$ cat src/rtl/ddr_req_sched.sv
// Three-channel DDR request scheduler: store > load > PC with PC anti-starvation.
// One transaction in flight, IDLE -> ISSUE -> WAIT, registered completion pulses.
module ddr_req_sched #(
  parameter int unsigned STARVE_LIMIT = 8
) (
  input  logic         clock,
  input  logic         reset_n,
  input  logic         pc_index_valid,
  input  logic [18:0]  pc_index,
  output logic         pc_index_ready,
  output logic [511:0] pc_read_inst,
  output logic         pc_operation_done,
  input  logic         opstore_index_valid,
  input  logic [18:0]  opstore_index,
  output logic         opstore_index_ready,
  input  logic [63:0]  opstore_write_mask,
  input  logic [63:0]  opstore_write_data,
  output logic         opstore_operation_done,
  input  logic         opload_index_valid,
  input  logic [18:0]  opload_index,
  output logic         opload_index_ready,
  output logic [63:0]  opload_read_data,
  output logic         opload_operation_done,
  output logic         ddr_chip_enable,
  output logic [18:0]  ddr_index,
  output logic         ddr_write_enable,
  output logic         ddr_burst_mode,
  output logic [63:0]  ddr_write_mask,
  output logic [63:0]  ddr_write_data,
  input  logic [63:0]  ddr_opload_read_data,
  input  logic [511:0] ddr_pc_read_inst,
  input  logic         ddr_operation_done,
  input  logic         ddr_ready
);

  localparam logic [3:0] LIMIT = 4'(STARVE_LIMIT);

  typedef enum logic [1:0] {
    IDLE,
    ISSUE,
    WAIT
  } state_t;

  typedef enum logic [1:0] {
    CH_NONE,
    CH_PC,
    CH_ST,
    CH_LD
  } ch_t;

  state_t      state;
  state_t      state_nxt;
  ch_t         ch;
  logic [3:0]  pc_wait_cnt;
  logic        idle;
  logic        pc_force;
  logic        sel_pc;
  logic        sel_st;
  logic        sel_ld;
  logic        grant;
  logic        wait_done;
  logic [18:0] idx_nxt;

  // Readies are gated by reset so nothing is granted while reset is held.
  always_comb begin
    idle     = (state == IDLE) && reset_n;
    pc_force = pc_index_valid && (pc_wait_cnt >= LIMIT);
    sel_st   = idle && opstore_index_valid && !pc_force;
    sel_ld   = idle && opload_index_valid
               && !opstore_index_valid && !pc_force;
    sel_pc   = idle && pc_index_valid
               && (pc_force
                   || !(opstore_index_valid || opload_index_valid));
    grant    = sel_pc || sel_st || sel_ld;
  end

  always_comb begin
    idx_nxt = pc_index;
    unique case (1'b1)
      sel_st:  idx_nxt = opstore_index;
      sel_ld:  idx_nxt = opload_index;
      default: idx_nxt = pc_index;
    endcase
  end

  assign wait_done = (state == WAIT) && ddr_operation_done;

  always_comb begin
    state_nxt = state;
    unique case (state)
      IDLE:    if (grant) state_nxt = ISSUE;
      ISSUE:   if (ddr_ready) state_nxt = WAIT;
      WAIT:    if (ddr_operation_done) state_nxt = IDLE;
      default: state_nxt = IDLE;
    endcase
  end

  always_ff @(posedge clock or negedge reset_n) begin
    if (!reset_n) state <= IDLE;
    else          state <= state_nxt;
  end

  assign pc_index_ready      = sel_pc;
  assign opstore_index_ready = sel_st;
  assign opload_index_ready  = sel_ld;
  assign ddr_chip_enable     = (state == ISSUE) && ddr_ready;

  always_ff @(posedge clock or negedge reset_n) begin
    if (!reset_n) begin
      ch               <= CH_NONE;
      ddr_index        <= '0;
      ddr_write_enable <= 1'b0;
      ddr_burst_mode   <= 1'b0;
      ddr_write_mask   <= '0;
      ddr_write_data   <= '0;
    end else if (grant) begin
      ch               <= sel_st ? CH_ST : (sel_ld ? CH_LD : CH_PC);
      ddr_index        <= idx_nxt;
      ddr_write_enable <= sel_st;
      ddr_burst_mode   <= sel_pc;
      ddr_write_mask   <= sel_st ? opstore_write_mask : '0;
      ddr_write_data   <= sel_st ? opstore_write_data : '0;
    end
  end

  // Counter only advances on grant cycles; any cycle without PC valid clears it.
  always_ff @(posedge clock or negedge reset_n) begin
    if (!reset_n) begin
      pc_wait_cnt <= '0;
    end else if (!pc_index_valid || sel_pc) begin
      pc_wait_cnt <= '0;
    end else if (grant && (pc_wait_cnt != 4'hf)) begin
      pc_wait_cnt <= pc_wait_cnt + 4'd1;
    end
  end

  always_ff @(posedge clock or negedge reset_n) begin
    if (!reset_n) begin
      pc_operation_done      <= 1'b0;
      opstore_operation_done <= 1'b0;
      opload_operation_done  <= 1'b0;
      pc_read_inst           <= '0;
      opload_read_data       <= '0;
    end else begin
      pc_operation_done      <= wait_done && (ch == CH_PC);
      opstore_operation_done <= wait_done && (ch == CH_ST);
      opload_operation_done  <= wait_done && (ch == CH_LD);
      if (wait_done && (ch == CH_PC)) pc_read_inst <= ddr_pc_read_inst;
      if (wait_done && (ch == CH_LD)) opload_read_data <= ddr_opload_read_data;
    end
  end

endmodule

$ cat config.mk
export PLATFORM = sky130hd
export DESIGN_NAME = ddr_req_sched
export DESIGN_NICKNAME = d
export VERILOG_FILES = /design/src/rtl/ddr_req_sched.sv
export SDC_FILE = /design/constraint.sdc
export NUM_CORES = 1
export LEC_CHECK = 0
export ABC_CLOCK_PERIOD_IN_PS = 4300
export CORE_AREA = 2 2 580 582
export DETAILED_ROUTE_END_ITERATION = 12
export DIE_AREA = 0 0 582 584
export GPL_ROUTABILITY_DRIVEN = 0
export REMOVE_ABC_BUFFERS = 1
export SLEW_MARGIN = 40
export SYNTH_ARGS = -nofsm -noshare
export SYNTH_HDL_FRONTEND = slang
export SYNTH_SLANG_ARGS = --single-unit
$ cat constraint.sdc
create_clock -name clock -period 4.3 [get_ports clock]
set_input_delay 0.645 -clock clock [delete_from_list [all_inputs] [get_ports clock]]
set_output_delay 0.645 -clock clock [all_outputs]
set_load 0.02 [all_outputs]
Word-level counts from Yosys, hierarchy flattened
Index checks and enable logic that the tools add are counted.
{"block": "totals", "input_bits": 768, "register_bits": 736}
{"block": "classes", "addsub": 1, "n_mux": 11, "magnitude_cmp": 1, "n_reduce_logical": 27, "eq_ne": 9}
{"operator": "$mux 64", "n": 2}
{"operator": "$pmux 19 s2", "n": 1}
{"operator": "$logic_and 1x1->1", "n": 15}
{"operator": "$mux 2", "n": 5}
{"operator": "$mux 4", "n": 2}
{"operator": "$eq 2x2->1 const B", "n": 3}
{"operator": "$ne 2x2->1 const B", "n": 3}
{"operator": "$pmux 2 s3", "n": 1}
{"operator": "$logic_or 1x1->1", "n": 5}
{"operator": "$add 4x1->4 const B", "n": 1}
{"operator": "$eq 2x1->1 const B", "n": 2}
{"operator": "$ge 4x4->1 const B", "n": 1}
{"operator": "$logic_not 1->1", "n": 4}
{"operator": "$ne 4x4->1 const B", "n": 1}
{"operator": "$reduce_and 3->1", "n": 1}
{"operator": "$logic_not 2->1", "n": 1}
{"operator": "$reduce_bool 2->1", "n": 1}

Longest topological paths before layout
{"block": "depth", "depth_word": 9, "ltp_mapped": 7}

Least setup slack after synthesis
Ideal clock, no wire load.
{"block": "synth_path", "path_type": "input to output", "start": "input reset_n", "end": "output opload_index_ready", "t_required_ns": 3.655, "arrival_ns": 2.084, "stages": 4, "setup_slack_ns": 1.571, "n_path_buf": 2, "path_cell_list": "or3b_1 > buf_2 > clkbuf_1 > nor4b_1"}
{"block": "synth_via", "elab_chain_len": 4}
{"element": "start: declaration", "line_no": "7", "source": "input logic reset_n,"}
{"element": "$logic_and 1x1->1", "line_no": "66", "source": "idle = (state == IDLE) && reset_n;"}
{"element": "$logic_and 1x1->1", "line_no": "69", "source": "sel_ld = idle && opload_index_valid"}
{"element": "$logic_and 1x1->1 (2 in series)", "line_no": "70", "source": "&& !opstore_index_valid && !pc_force;"}
{"element": "end: declaration", "line_no": "21", "source": "output logic opload_index_ready,"}
No other way between the ends.

Worst setup path in the final report
Ends and elaborated chain as after synthesis.

==> flow_results.org <==
** Floorplan
- Number of core rows :: 212
- Die span in x :: 582 um
- During I/O placement, the number of pins put on the boundary was 1500.
- The die is 584 um tall.
- Starting Density :: 0.0898
- The floorplan step defined a die boundary enclosing 340000 um2.
- Core Region :: 333000 um2

** Logic synthesis
- Mux share of post-synthesis cell area :: 0.282
- Synthesized netlist cell count :: 1720
- Cell area after synthesis :: 29900 um2
- Post-synthesis sequential area ratio :: 0.616
- The synthesized-area fraction occupied by ao, oa, aoi and oai cells came to 0.0548.
- Dominant combinational cell family by area after synthesis :: multiplexers
- In the synthesized netlist the async set-or-reset flop fraction comes to 1.00.
- Xor and xnor area share after synthesis :: 0
- Number of unique standard cell types used by synthesis :: 35
- Count of flip-flops with a built-in enable after synthesis :: 0
- Average footprint of a synthesized cell :: 17.4 um2
- In the post-synthesis netlist, the biggest area contributors are sky130_fd_sc_hd__dfrtp_1, sky130_fd_sc_hd__mux2_4, sky130_fd_sc_hd__mux2_2, sky130_fd_sc_hd__a22o_1, sky130_fd_sc_hd__buf_6.
- The synthesized design spends more area on one cell type than any other, namely sky130_fd_sc_hd__dfrtp_1.
- Yosys synthesis warning count :: 0
- Of the total synthesized cell area, the portion taken by full adders, half adders and majority gates is 0.000837.
- Area share of and/or/nand/nor cells after synthesis :: 0.0146
- Top FF cell, synth :: sky130_fd_sc_hd__dfrtp_1
- The share of synthesized area in the top cell type comes to 0.616.
- Counting flops and latches in the post-synthesis netlist gives 736.

** Global route
- The via count of the first global-routing pass is 24237.
- The first global-routing pass estimated 304 mm of wire.
- Maximum number of pins on one net before global-route repair :: 131
- Number of antenna violations at the first check in global routing :: 298
- In the global route stage, overall resource usage came out at 0.141.
- For this run the aggregate overflow at the end of global routing stands at 0.

** Layout
- Registers take 18400 um2.
- Synthesis-to-layout area growth :: 79.5%
- At the end of the flow, the number of nets in the layout was 4045.
- The multi-input combinational cells in the finished layout cover a total of 10600 um2.
- Of the cells placed in the final design, the portion with a size suffix greater than 1 is 0.246.
- Cell area after layout :: 53700 um2
- Layout fillers :: 36470
- Layout Utilization :: 0.161

** Clock tree
- Clock-pin slew reported for the worst setup and hold paths after clock tree synthesis :: 0.06 ns
- TritonCTS built the clock tree.
- Worst-Skew Late Latency :: 0.80 ns
- The clock passes through at most 4 buffers.
- Number of setup buffers added after CTS :: 0
- Number of hold-repair buffers added at the cts stage :: 1
- Post-CTS repair changed the size of 0 cells.
- Counting the buffers created by CTS gives 101.
- Clk sinks :: 736
- Clock root buffer :: sky130_fd_sc_hd__clkbuf_16
- The H-tree generated during clock tree synthesis spans 3 levels.

** Routing
- DRT Pass-1 Iters :: 5
- In this run, the number of DRC markers left after iteration 0 of detailed routing was 1188.
- After detailed routing, the number of remaining DRC violations is 0.
- Wires add up to 249 mm.
- After detailed routing, the average wire length per cell comes to 32.0 um.
- Detailed routing inserted a total of 23526 vias.
- The count of nets left with antenna violations once routing finished came out at 0.
- After detailed routing, the number of vias per cell comes to 3.02.

** Placement
- Once placement finished, the instance area stood at 50200 um2.
- Estimated wirelength of the detail-placed design :: 217 mm
- Buffers placed on the I/O ports in this run total 1499.

** Timing
- On the final layout, the worst clock skew is 0.0436 ns.
- At the pin with the least slew margin, the transition time is 0.800 ns.
- Setup violations remaining at the end of the flow were counted as 0.
- Setup repair after global routing left no endpoint under its margin.
- Of the available clock period, the critical path in the final layout requires 0.859.
- Headroom to the max-slew limit came out at 0.466.
- Derived from the worst setup path, the maximum achievable clock frequency is 271 MHz.
- Final-report hold violation count :: 0
- Hold slack :: 0.297 ns
- Tmin final :: 3.69 ns
- The count of pins over their slew limit was 0.
- For the final routed database, the setup TNS stands at 0 ns.

** Pwr
- Pwr Density :: 778 nW/um2
- Reported leakage power :: 21.8 nW
- Worst vdd ir :: 0.419 mV
- Power comes to 41.8 mW.

** Flow run
- Maxcap violations :: 0

** Worst setup path
- For this design, the slowest cell found on the critical path is sky130_fd_sc_hd__clkdlybuf4s50_1.
- Traced cell by cell, the critical path runs through dlygate4sd3_1 > buf_8 > or3b_1 > buf_4 > nor4b_1 > clkdlybuf4s50_1.
- Setup slack on the worst reg-to-reg path comes out at 1.67 ns.
- Critical register-to-register path startpoint :: state[0]
- The worst setup path is of the in2out kind.
- Critical path capture point type :: output pin
- Worst EP required :: 3.65 ns
- Nature of the critical path startpoint :: primary input
- Data on the critical path arrives at its endpoint at 3.05 ns.
- Top fanout value on the critical path :: 27
- Delay of the slowest critical-path stage :: 0.67 ns
- The worst register-to-register path ends at pc_read_inst[276].
- The worst register-to-register path has a depth of 5.

** Outcome
- Status :: finished, final reports clean

** Worst hold path
- In this run the worst hold path is classified as in2async.
## cells in the mapped netlist (2+ instances only)
cell,n
sky130_fd_sc_hd__buf_8,14
sky130_fd_sc_hd__a21oi_1,21
sky130_fd_sc_hd__mux2_2,107
sky130_fd_sc_hd__o32ai_1,19
sky130_fd_sc_hd__clkbuf_1,21
sky130_fd_sc_hd__and3_1,2
sky130_fd_sc_hd__nand2b_1,41
sky130_fd_sc_hd__nand2_1,6
sky130_fd_sc_hd__a21o_1,2
sky130_fd_sc_hd__o21ai_0,2
sky130_fd_sc_hd__a31o_2,2
sky130_fd_sc_hd__nor4_1,2
sky130_fd_sc_hd__and2_1,2
sky130_fd_sc_hd__buf_2,39
sky130_fd_sc_hd__mux2i_1,19
sky130_fd_sc_hd__nor2_1,8
sky130_fd_sc_hd__ha_1,2
sky130_fd_sc_hd__inv_1,4
sky130_fd_sc_hd__a31oi_1,2
sky130_fd_sc_hd__nor3b_4,2
sky130_fd_sc_hd__buf_6,40
sky130_fd_sc_hd__mux2_4,469
sky130_fd_sc_hd__and3b_1,2
sky130_fd_sc_hd__a221oi_1,19
sky130_fd_sc_hd__dfrtp_1,736
sky130_fd_sc_hd__a22o_1,128
## worst max-delay path by stage
stage | start | end | slack (ns) | cells past startpoint
floorplan | ddr_operation_done | pc_read_inst[0] | -16.71 | 3
global placement | opstore_index_valid | ddr_write_mask[56] | 1.02 | 5
detailed placement | opstore_index_valid | ddr_write_mask[56] | 0.97 | 5
CTS | reset_n | opload_index_ready | 0.57 | 6
global route | reset_n | opload_index_ready | 0.53 | 6
finish | reset_n | opload_index_ready | 0.61 | 6
## power by group
group	internal, mW	leakage [nW]	total (mW)	switching, mW
Clock	5.12	1.63	8.74	3.62
Combinational	9.40	10.7	20.7	11.3
Sequential	10.1	9.44	12.3	2.27
## layer usage
metal	vias to the layer above	global-route usage	wire, um
met3	712	0.126	48000
li1	9458	-	-
met2	1736	0.218	108000
met1	11390	0.134	79900
met4	230	0.0508	12000
met5	-	0	1460
## worst max-delay path: cells and delay by family
family                 cells  cell delay (ns)
buffers and inverters      4             1.67
AND/OR/NAND/NOR            2             0.66
## per-stage QoR
step | setup slack (ns) | cells
after floorplan | -16.71 | 1605
after global placement | 1.02 | 7557
after detailed placement | 0.967 | 7557
after CTS | 0.573 | 7736
after global routing | 0.532 | 7752
final | 0.607 | 7791
## placed cells by master (no fill, tap or decap), drive strengths merged, types with 21 or more instances in the layout
| cell | n |
|---|---|
| a21oi | 21 |
| a22o | 128 |
| buf | 76 |
| clkbuf | 132 |
| clkdlybuf4s50 | 1490 |
| dfrtp | 736 |
| diode | 54 |
| mux2 | 576 |
| nand2b | 41 |
## registers in the layout (all words and copies together) (netlist names), 2 cells and up
name and cells:
pc_wait_cnt 4, state 2, pc_read_inst 512, opload_read_data 64, ddr_write_mask 64, ddr_write_data 64, ddr_index 19, ch 2
## kinds of logic (layout without fill, tap and decap cells)
family | count (synthesis) | after routing
AOI/OAI and AO/OA | 198 | 198
adders and majority gates | 2 | 2
buffers and inverters | 119 | 1749
DFF | 736 | 736
muxes | 595 | 595
other | 0 | 54
and+or+nand+nor | 70 | 70
## final cells by class
cell class	instances	area share
Antenna cell	54	0.00252
Clock buffer	132	0.0520
Clock inverter	46	0.0101
Inverter	4	0.000280
Multi-Input combinational cell	865	0.197
Sequential cell	736	0.343
Tap cell	4387	0.102
Timing Repair Buffer	1567	0.293
No activity file was read; power rests on OpenSTA's default activity.
